<file path="src/rtl/timer_pkg.sv">
// Shared types and helpers for the countdown timer: FSM state encoding and
// the prescaler width calculation used by both the top level and the prescaler.
package timer_pkg;

    typedef enum logic [1:0] {
        IDLE = 2'd0,
        RUN  = 2'd1,
        HOLD = 2'd2,
        DONE = 2'd3
    } state_t;

    // Prescaler counter width for a given PRESCALE, i.e. $clog2(PRESCALE+1).
    function automatic int prescale_width(input int prescale);
        return $clog2(prescale + 1);
    endfunction

endpackage

</file>
<file path="src/rtl/countdown_timer8_if.sv">
// Control/status bundle of the countdown timer; the timer takes the slave side,
// whoever loads and starts it takes the master side.
interface countdown_timer8_if #(
    parameter int WIDTH = 8
);

    logic             load;
    logic [WIDTH-1:0] load_val;
    logic             start;
    logic             pause;
    logic [WIDTH-1:0] cnt;
    logic             busy;
    logic             done;
    logic             zero;

    modport master (
        output load, load_val, start, pause,
        input  cnt, busy, done, zero
    );

    modport slave (
        input  load, load_val, start, pause,
        output cnt, busy, done, zero
    );

endinterface

</file>
<file path="src/rtl/countdown_timer8_tick_prescaler.sv">
// Clock prescaler for the countdown timer: counts 0..PRESCALE-1 while enabled
// and flags the terminal count as a tick in the same cycle.
module tick_prescaler
    import timer_pkg::*;
#(
    parameter int PRESCALE = 1
) (
    input  logic clk,
    input  logic rst,
    input  logic clr,
    input  logic en,
    output logic tick
);

    localparam int PW = prescale_width(PRESCALE);
    localparam logic [PW-1:0] LAST = PW'(PRESCALE - 1);

    logic [PW-1:0] pcnt;

    assign tick = en && (pcnt == LAST);

    always_ff @(posedge clk) begin
        if (rst || clr) begin
            pcnt <= '0;
        end else if (en) begin
            pcnt <= tick ? '0 : pcnt + PW'(1);
        end
    end

endmodule

</file>
<file path="src/rtl/countdown_timer8.sv">
// Loadable, pausable down-counter with prescaler and one-cycle done pulse.
// Optional feature: define COUNTDOWN_AUTO_RELOAD_EN for periodic auto-reload.
module countdown_timer8
    import timer_pkg::*;
#(
    parameter int WIDTH    = 8,
    parameter int PRESCALE = 1
) (
    input logic               clk,
    input logic               rst,
    countdown_timer8_if.slave bus
);

    state_t           state;
    state_t           state_nx;
    logic [WIDTH-1:0] cnt_q;
    logic [WIDTH-1:0] cnt_nx;
    logic             busy_q;
    logic             done_q;
    logic             presc_clr;
    logic             presc_en;
    logic             tick;
`ifdef COUNTDOWN_AUTO_RELOAD_EN
    logic [WIDTH-1:0] reload_q;
`endif

    // HOLD with pause released behaves like RUN so each paused cycle costs exactly one cycle.
    assign presc_en  = !bus.load && !bus.pause && (state == RUN || state == HOLD);
    assign presc_clr = bus.load || (state == IDLE && bus.start) || (state == DONE);

    tick_prescaler #(
        .PRESCALE(PRESCALE)
    ) u_prescaler (
        .clk  (clk),
        .rst  (rst),
        .clr  (presc_clr),
        .en   (presc_en),
        .tick (tick)
    );

    always_comb begin
        state_nx = state;
        cnt_nx   = cnt_q;
        if (bus.load) begin
            cnt_nx   = bus.load_val;
            state_nx = IDLE;
        end else begin
            case (state)
                IDLE: begin
                    if (bus.start) begin
                        state_nx = (cnt_q != '0) ? RUN : DONE;
                    end
                end
                RUN, HOLD: begin
                    if (bus.pause) begin
                        state_nx = HOLD;
                    end else begin
                        state_nx = RUN;
                        if (tick && cnt_q != '0) begin
                            cnt_nx = cnt_q - WIDTH'(1);
                            if (cnt_q == WIDTH'(1)) begin
                                state_nx = DONE;
                            end
                        end
                    end
                end
                DONE: begin
`ifdef COUNTDOWN_AUTO_RELOAD_EN
                    if (reload_q != '0) begin
                        cnt_nx   = reload_q;
                        state_nx = RUN;
                    end else begin
                        state_nx = IDLE;
                    end
`else
                    cnt_nx   = '0;
                    state_nx = IDLE;
`endif
                end
                default: state_nx = IDLE;
            endcase
        end
    end

    always_ff @(posedge clk) begin
        if (rst) begin
            state  <= IDLE;
            cnt_q  <= '0;
            busy_q <= 1'b0;
            done_q <= 1'b0;
`ifdef COUNTDOWN_AUTO_RELOAD_EN
            reload_q <= '0;
`endif
        end else begin
            state  <= state_nx;
            cnt_q  <= cnt_nx;
            busy_q <= (state_nx == RUN) || (state_nx == HOLD);
            done_q <= (state_nx == DONE);
`ifdef COUNTDOWN_AUTO_RELOAD_EN
            if (bus.load) begin
                reload_q <= bus.load_val;
            end
`endif
        end
    end

    assign bus.cnt  = cnt_q;
    assign bus.busy = busy_q;
    assign bus.done = done_q;
    assign bus.zero = (cnt_q == '0);

endmodule

</file>
<file path="src/flat_wrapper.sv">
// flat-port wrapper written by rule: the top's interface ports become plain ports
module countdown_timer8_flat import timer_pkg::*;
#(
    parameter int WIDTH    = 8,
    parameter int PRESCALE = 1
)
  (clk, rst, bus_load, bus_load_val, bus_start, bus_pause, bus_cnt, bus_busy, bus_done, bus_zero);
  countdown_timer8_if #(.WIDTH(WIDTH)) bus_i ();
  input logic clk;
  input logic rst;
  input wire logic [$bits(bus_i.load)-1:0] bus_load;
  input wire logic [$bits(bus_i.load_val)-1:0] bus_load_val;
  input wire logic [$bits(bus_i.start)-1:0] bus_start;
  input wire logic [$bits(bus_i.pause)-1:0] bus_pause;
  output wire logic [$bits(bus_i.cnt)-1:0] bus_cnt;
  output wire logic [$bits(bus_i.busy)-1:0] bus_busy;
  output wire logic [$bits(bus_i.done)-1:0] bus_done;
  output wire logic [$bits(bus_i.zero)-1:0] bus_zero;
  assign bus_i.load = bus_load;
  assign bus_i.load_val = bus_load_val;
  assign bus_i.start = bus_start;
  assign bus_i.pause = bus_pause;
  assign bus_cnt = bus_i.cnt;
  assign bus_busy = bus_i.busy;
  assign bus_done = bus_i.done;
  assign bus_zero = bus_i.zero;
  countdown_timer8 #(.WIDTH(WIDTH), .PRESCALE(PRESCALE)) u_core (.clk(clk), .rst(rst), .bus(bus_i));
endmodule
</file>
<file path="config.mk">
export PLATFORM = sky130hd
export DESIGN_NAME = countdown_timer8_flat
export DESIGN_NICKNAME = d
export VERILOG_FILES = /design/src/rtl/timer_pkg.sv /design/src/rtl/countdown_timer8_if.sv /design/src/rtl/countdown_timer8_tick_prescaler.sv /design/src/rtl/countdown_timer8.sv /design/src/flat_wrapper.sv
export SDC_FILE = /design/constraint.sdc
export NUM_CORES = 1
export LEC_CHECK = 0
export CORE_MARGIN = 2
export CORE_UTILIZATION = 42
export CTS_CLUSTER_SIZE = 8
export DETAILED_ROUTE_END_ITERATION = 6
export GPL_TIMING_DRIVEN = 0
export PLACE_DENSITY = 0.76
export SLEW_MARGIN = 10
export SYNTH_ARGS = -nofsm -noshare
export SYNTH_HDL_FRONTEND = slang
export SYNTH_SLANG_ARGS = --single-unit
</file>
<file path="constraint.sdc">
create_clock -name clk -period 1.9 [get_ports clk]
set_input_delay 0.475 -clock clk [delete_from_list [all_inputs] [get_ports clk]]
set_output_delay 0.475 -clock clk [all_outputs]
set_load 0.02 [all_outputs]
</file>
-- Yosys cells after proc, flatten, opt, wreduce, memory -nomap -nowiden
Cells that the tools add are included.
- bits in registers: 13
- bits in latches: 0
- memory bits (writable): 0
- bits in read-only memories: 0
- input port bits: 13
- output and inout port bits: 11
- logic and storage cells: 47
- memories: 0
- add/sub/neg operators: 2
- $mul: 0
- div/mod/pow operators: 0
- order comparisons: 0
- equal/unequal tests: 9
- shift operators: 0
- mux-type cells: 12
- bitwise operators: 1
- reduce and logical (&&, ||, !) cells: 18
- operators by type and width (kind ; count):
    $mux 8 ; 3
    $pmux 8 s2 ; 1
    $mux 2 ; 6
    $eq 2x2->1 const B ; 4
    $eq 8x1->1 const B ; 1
    $logic_not 8->1 ; 1
    $reduce_bool 8->1 ; 1
    $sub 8x1->8 const B ; 1
    $pmux 2 s3 ; 1
    $logic_and 1x1->1 ; 5
    $logic_or 1x1->1 ; 5
    $eq 2x1->1 const B ; 2
    $ne 3x2->1 const B ; 1
    $ne 3x3->1 const B ; 1
    $reduce_and 3->1 ; 1
    $reduce_bool 3->1 ; 1
    $logic_not 1->1 ; 2
    $logic_not 2->1 ; 1
    $reduce_or 2->1 ; 1
    $add 1x1->1 const B ; 1
    $mux 1 ; 1
    $not 1->1 ; 1

-- Longest topological paths before layout
- depth after elaboration: 11
- gate-level depth with buffers: 8

-- Hierarchy
A second synthesis with hierarchy kept.
- cell total of the unflattened synthesis: 107
- area, all modules: 933.4 µm²
- modules (own cells, without submodules) (module ; times used ; cells an instance ; area an instance (µm²) ; sequential area each (µm²)):
    countdown_timer8 ; 1 ; 104 ; 892.1 ; 240.2
    tick_prescaler ; 1 ; 3 ; 41.3 ; 20.0

-- Worst setup path before layout
Ideal clock, no wire load.
- kind: register -> register
- start: reg u_core.cnt_q[0], in the netlist u_core.bus.cnt[0]
- end: reg u_core.busy_q, in the netlist u_core.bus.busy
- library setup time: 0.130 ns
- arrival time: 2.052 ns
- required time: 1.770 ns
- slack: -0.282 ns
- cell stages (with the launch flop): 9
- period minus slack after synthesis: 2.182 ns
- path through: dfxtp_1 > inv_1 > ha_1 > or3b_2 > o311ai_0 > a2bb2oi_1 > nor2_1 > ha_1 > nor2b_1
- word-level cells in the longest chain between the ends: 8
- elaborated cells on any way between the ends: 13
- those cells by class: 3 x eq/ne; 7 x mux; 3 x reduce/logical
- ends and longest elaborated chain (item ; line ; RTL):
    start: declaration ; countdown_timer8.sv:16 ; logic [WIDTH-1:0] cnt_q;
    start signal: assignment ; countdown_timer8.sv:96 ; cnt_q <= cnt_nx;
    $eq 8x1->1 / $reduce_bool 8->1 (equally long branches) ; countdown_timer8.sv:61, countdown_timer8.sv:51, countdown_timer8.sv:59 ;
    $mux 2 / $logic_and 1x1->1 (equally long branches) ; countdown_timer8.sv:61, countdown_timer8.sv:59 ;
    $mux 2 ; countdown_timer8.sv:59 ; if (tick && cnt_q != '0) begin
    $mux 2 ; countdown_timer8.sv:55 ; if (bus.pause) begin
    $pmux 2 s3 * ; countdown_timer8.sv:48 ; case (state)
    $mux 2 * ; countdown_timer8.sv:44 ; if (bus.load) begin
    net u_core.state_nx[1] ; countdown_timer8.sv:15 ; state_t state_nx;
    $eq 2x1->1 / $eq 2x2->1 (equally long branches) ; countdown_timer8.sv:97 ; busy_q <= (state_nx == RUN) || (state_nx == HOLD);
    $logic_or 1x1->1 * ; countdown_timer8.sv:97 ;
    end signal: assignment ; countdown_timer8.sv:97 ;
    end: declaration ; countdown_timer8.sv:18 ; logic busy_q;
Mark *: on every way through the listed nets, which the timed path passes. The rest lies on a longest branch.
A chain may end at the register's enable or synchronous reset.

-- Final worst setup path
- start: reg u_core.cnt_q[5], in the netlist u_core.bus.cnt[5]
- end: reg u_core.busy_q, in the netlist u_core.bus.busy
The elaborated chain is that of the path after synthesis.

==> summary.md <==
| Metric | Value |
|---|---|
| EDFF count, synth | 0 |
| Wire length of the first global-routing pass | slightly above 4 mm |
| Layout overhead on the synthesized area | 47.67% |
| Number of antenna repair diodes | 0 |
| Maximum vdd drop | 0.4819 mV |
| Setup Slack @ Placement | -0.2956 ns |
| Total count of max-transition violations in the final report | 0 |
| Final Routed Wirelength | roughly 2.6 mm |
| Terminating pin of the worst hold path | u_core.u_prescaler.pcnt |
| Number of nets at the end of the flow | between 150 and 200 |
| Number of port buffers | 22 |
| Initial DRC Count | 46 |
| Power density over the cells | roughly 680 mW/mm^2 |
| Number of cells produced by synthesis | about 110 |
| Sum of overflow across all layers after global routing | 0 |
| Number of vias per cell | 5.793 |
| Total instance count after detailed placement | ~150 |
| Mapped Avg Cell Area | roughly 8.4 um^2 |
| Critical path buffer and inverter count | 0 |
| Filler cell count in the final layout | 162 |
| Summed instance area of the synthesized netlist | 884.6 um^2 |
| Bufs on Longest Clock Path | 2 |
| Primary FF master, synth | dfxtp_1 |
| Htree depth | 1 |
| Max incr delay on CP | between 0.5 and 0.6 ns |
| TritonCTS clock tree | built |
| Clock sinks | 13 |
| Outcome | finished with violations |
| Most used standard cells in the synthesized netlist | 13 x dfxtp_1, 12 x nor2_1, 9 x inv_1 |
| Worst Path Class, Setup | flop to flop |
| Fin crit period | 2.016 ns |
| Core Rows | 16 |
| Largest fanout of any net on the critical path | 6 |
| Overall die width | approximately 50 um |
| Synthesis-stage register bit count | 13 |
| Die Area | between 0.002 and 0.0025 mm^2 |
| GR peak layer | met2 |
| Fraction of met2 tracks used by global routing | between 30% and 40% |
| Register clock-pin slew on the reported worst setup and hold paths | 0.09 ns |
| DR vias | 979 |
| Highest-delay cell along the critical path | or4_4 |
| Die height | roughly 50 um |
| Starting density of the core | ~45% |
| Leakage power | ~0.51 nW |
| Top cell type's share of synthesized area | between 20% and 30% |
| Inserted Clock Buffers | 3 |
| Area inside the core boundary | slightly below 0.002 mm^2 |
| Max-Slew Margin vs Limit | between 60 and 70% |
| Yosys cell types | 42 |
| Finished Layout Cells | about 170 |
| Fin. Hold Viols | 0 |
| Number of nets with antenna violations after detailed routing | 0 |
| Worst reg2reg path depth | 6 |
| Gr usage total | between 20% and 30% |
| Post-route clock period utilization | 106.1% |
| Layout cell share with drive strength beyond 1 | 24.65% |
| Worst min path class | flop to flop |
| Worst setup skew after layout | around 0.0044 ns |
| Unrepaired setup endpoints after global routing | yes |
| CP required | 2.06 ns |
| Met1 capacity usage during global routing | 26.85% |
| Total power after layout | a little under 900 uW |
| Count of maximum capacitance violations | 0 |
| Startpoint of the lowest-slack hold path | u_core.u_prescaler.pcnt |
| Crit path launch type | flop |
| Count of pins on the block boundary | 24 |
| Worst Max-Slew Pin Slew | ~0.54 ns |
| Vias in the first global route | between 800 and 900 |
| Root buffer selected by CTS | clkbuf_4 |
| Max Clk Rate | about 0.5 GHz |
| Sequential share of the synthesized area | between 20% and 30% |
| Warnings, synthesis | 0 |
| Last weighted congestion value of the routability-driven placer | roughly 0.92 |
| Most repeated cell in the gate-level netlist after synthesis | dfxtp_1 |
| Failing checks | negative setup slack |
| Worst reg2reg endpoint | u_core.bus.busy |
| CP delay by family, top | simple AND/OR/NAND/NOR gates |
| Worst-case setup margin in the final layout | -0.1161 ns |
| Cell taking the most area after synthesis | dfxtp_1 |
| Top post-synthesis cells by area | dfxtp_1 29%, ha_1 9.9%, nor2_1 5.1% |
| Nets in the synthesized netlist | about 130 |
| Met3 capacity usage during global routing | about 3.6% |
| Detailed-placement wirelength estimate | roughly 1.7 mm |
| Number of antenna violations at the first check in global routing | 0 |
| Worst Setup End Kind | flop |
| Worst-path cell chain | or4_4 -> or3_1 -> a2bb2oi_1 -> nor2_1 -> ha_1 -> nor2b_1 |
| Worst reg2reg path startpoint | u_core.bus.cnt[5] |
| Reg-to-reg slack, setup | -0.12 ns |
| Maximum number of pins on one net before global-route repair | 11 |
| DR DRC count | 0 |
| Share of async-settable or async-resettable flops after synthesis | 0% |
| Detailed Routing Iterations Pass 1 | 4 |
| Post-CTS Hold Buffers | 0 |
| Cells on Worst Hold Path | 2 |
| Final-report setup violation count | 2 |
| Latest clock arrival within the worst-skew pair | 0.28 ns |
| Signal arrival time at the worst endpoint | 2.17 ns |
| Wire length per cell | between 15 and 20 um |
==> routing by layer <==
metal	part of all wire, %	vias to the layer above
li1	-	471
met1	42	442
met2	48	58
met3	8.7	8
met4	1.6	0
met5	0	-
==> tightest hold or removal path, stage by stage (launching register included) <==
cell,delay [ns]
dfxtp_1,0.35
nand2_1,0.06
a2111oi_0,0.05
==> power by group <==
group	leakage, nW	total [mW]	internal [mW]	switching, mW
Combinational	0.387	0.382	0.192	0.190
Clock	0.0150	0.181	0.0815	0.0993
Sequential	0.110	0.329	0.298	0.0309
Total	0.512	0.892	0.571	0.320
==> layout by cell type (no fill, tap or decap), types with 2 or more instances in the layout <==
cell type / instances
clkdlybuf4s50_1: 19
nor2_1: 11
buf_4: 11
dfxtp_1: 7
inv_1: 6
a21oi_1: 6
nand2_1: 6
clkbuf_1: 5
ha_1: 5
nor3_1: 4
dfxtp_2: 4
nor2b_1: 3
a32oi_1: 3
clkbuf_4: 3
inv_4: 2
a21o_1: 2
a31oi_1: 2
o32ai_1: 2
o22ai_1: 2
a32o_1: 2
ha_4: 2
dfxtp_4: 2
==> final cells by class <==
| class | instances | area, um^2 | share of cell area [%] |
|---|---|---|---|
| repair buffers | 33 | 305.3 | 23.37 |
| inverters | 9 | 38.79 | 2.969 |
| clock buffers | 4 | 26.28 | 2.011 |
| multi-input cells | 79 | 614.3 | 47.03 |
| flip-flops and latches | 13 | 272.8 | 20.88 |
| well taps | 27 | 33.78 | 2.586 |
| plain buffers | 4 | 15.01 | 1.149 |
==> through the flow <==
step	TNS (ns)	hold WS, ns	instance area, um^2	util [%]
final	-0.1804	0.4962	1306	65.91
after global routing	-0.3895	0.5119	1306	65.91
after CTS	-0.1987	0.5014	1201	60.61
after detailed placement	-1.601	0.4894	1147	57.89
after global placement	-1.362	0.4779	1147	57.89
after floorplan	-0.06420	0.4552	893.4	-
==> flip-flops by register name, summed over array words and instances (netlist names) <==
register,flops
u_core.bus.busy,1
u_core.u_prescaler.pcnt,1
u_core.bus.cnt,8
u_core.bus.done,1
u_core.state,2
==> cell families after synthesis <==
logic type,after synthesis,synth area share [%]
buffers and inverters,13,5.515
adders and majority gates,7,9.901
AOI/OAI and AO/OA,34,30.13
DFF,13,29.42
and+or+nand+nor,37,24.05
xor gates and xnor gates,1,0.9903
==> timing repair <==
| action | in CTS | in global routing |
|---|---|---|
| setup endpoints to repair | 3 | 11 |
| gates resized for setup | 11 | 9 |
| buffers inserted | 2 | 9 |
| pin swaps | 1 | 5 |
==> worst max path at each step <==
stage / from / endpoint / slack (ns) / cells past startpoint
after CTS: u_core.bus.cnt[5] / u_core.bus.busy / -0.11 / 6
after floorplan: u_core.bus.cnt[6] / u_core.bus.busy / -0.06 / 6
after global placement: u_core.bus.cnt[0] / bus_zero / -0.28 / 5
after detailed placement: bus_pause / u_core.bus.busy / -0.30 / 7
final: u_core.bus.cnt[5] / u_core.bus.busy / -0.12 / 6
after global routing: u_core.bus.cnt[5] / u_core.bus.busy / -0.20 / 6
Note: power is estimated with default switching activity, not from simulation.
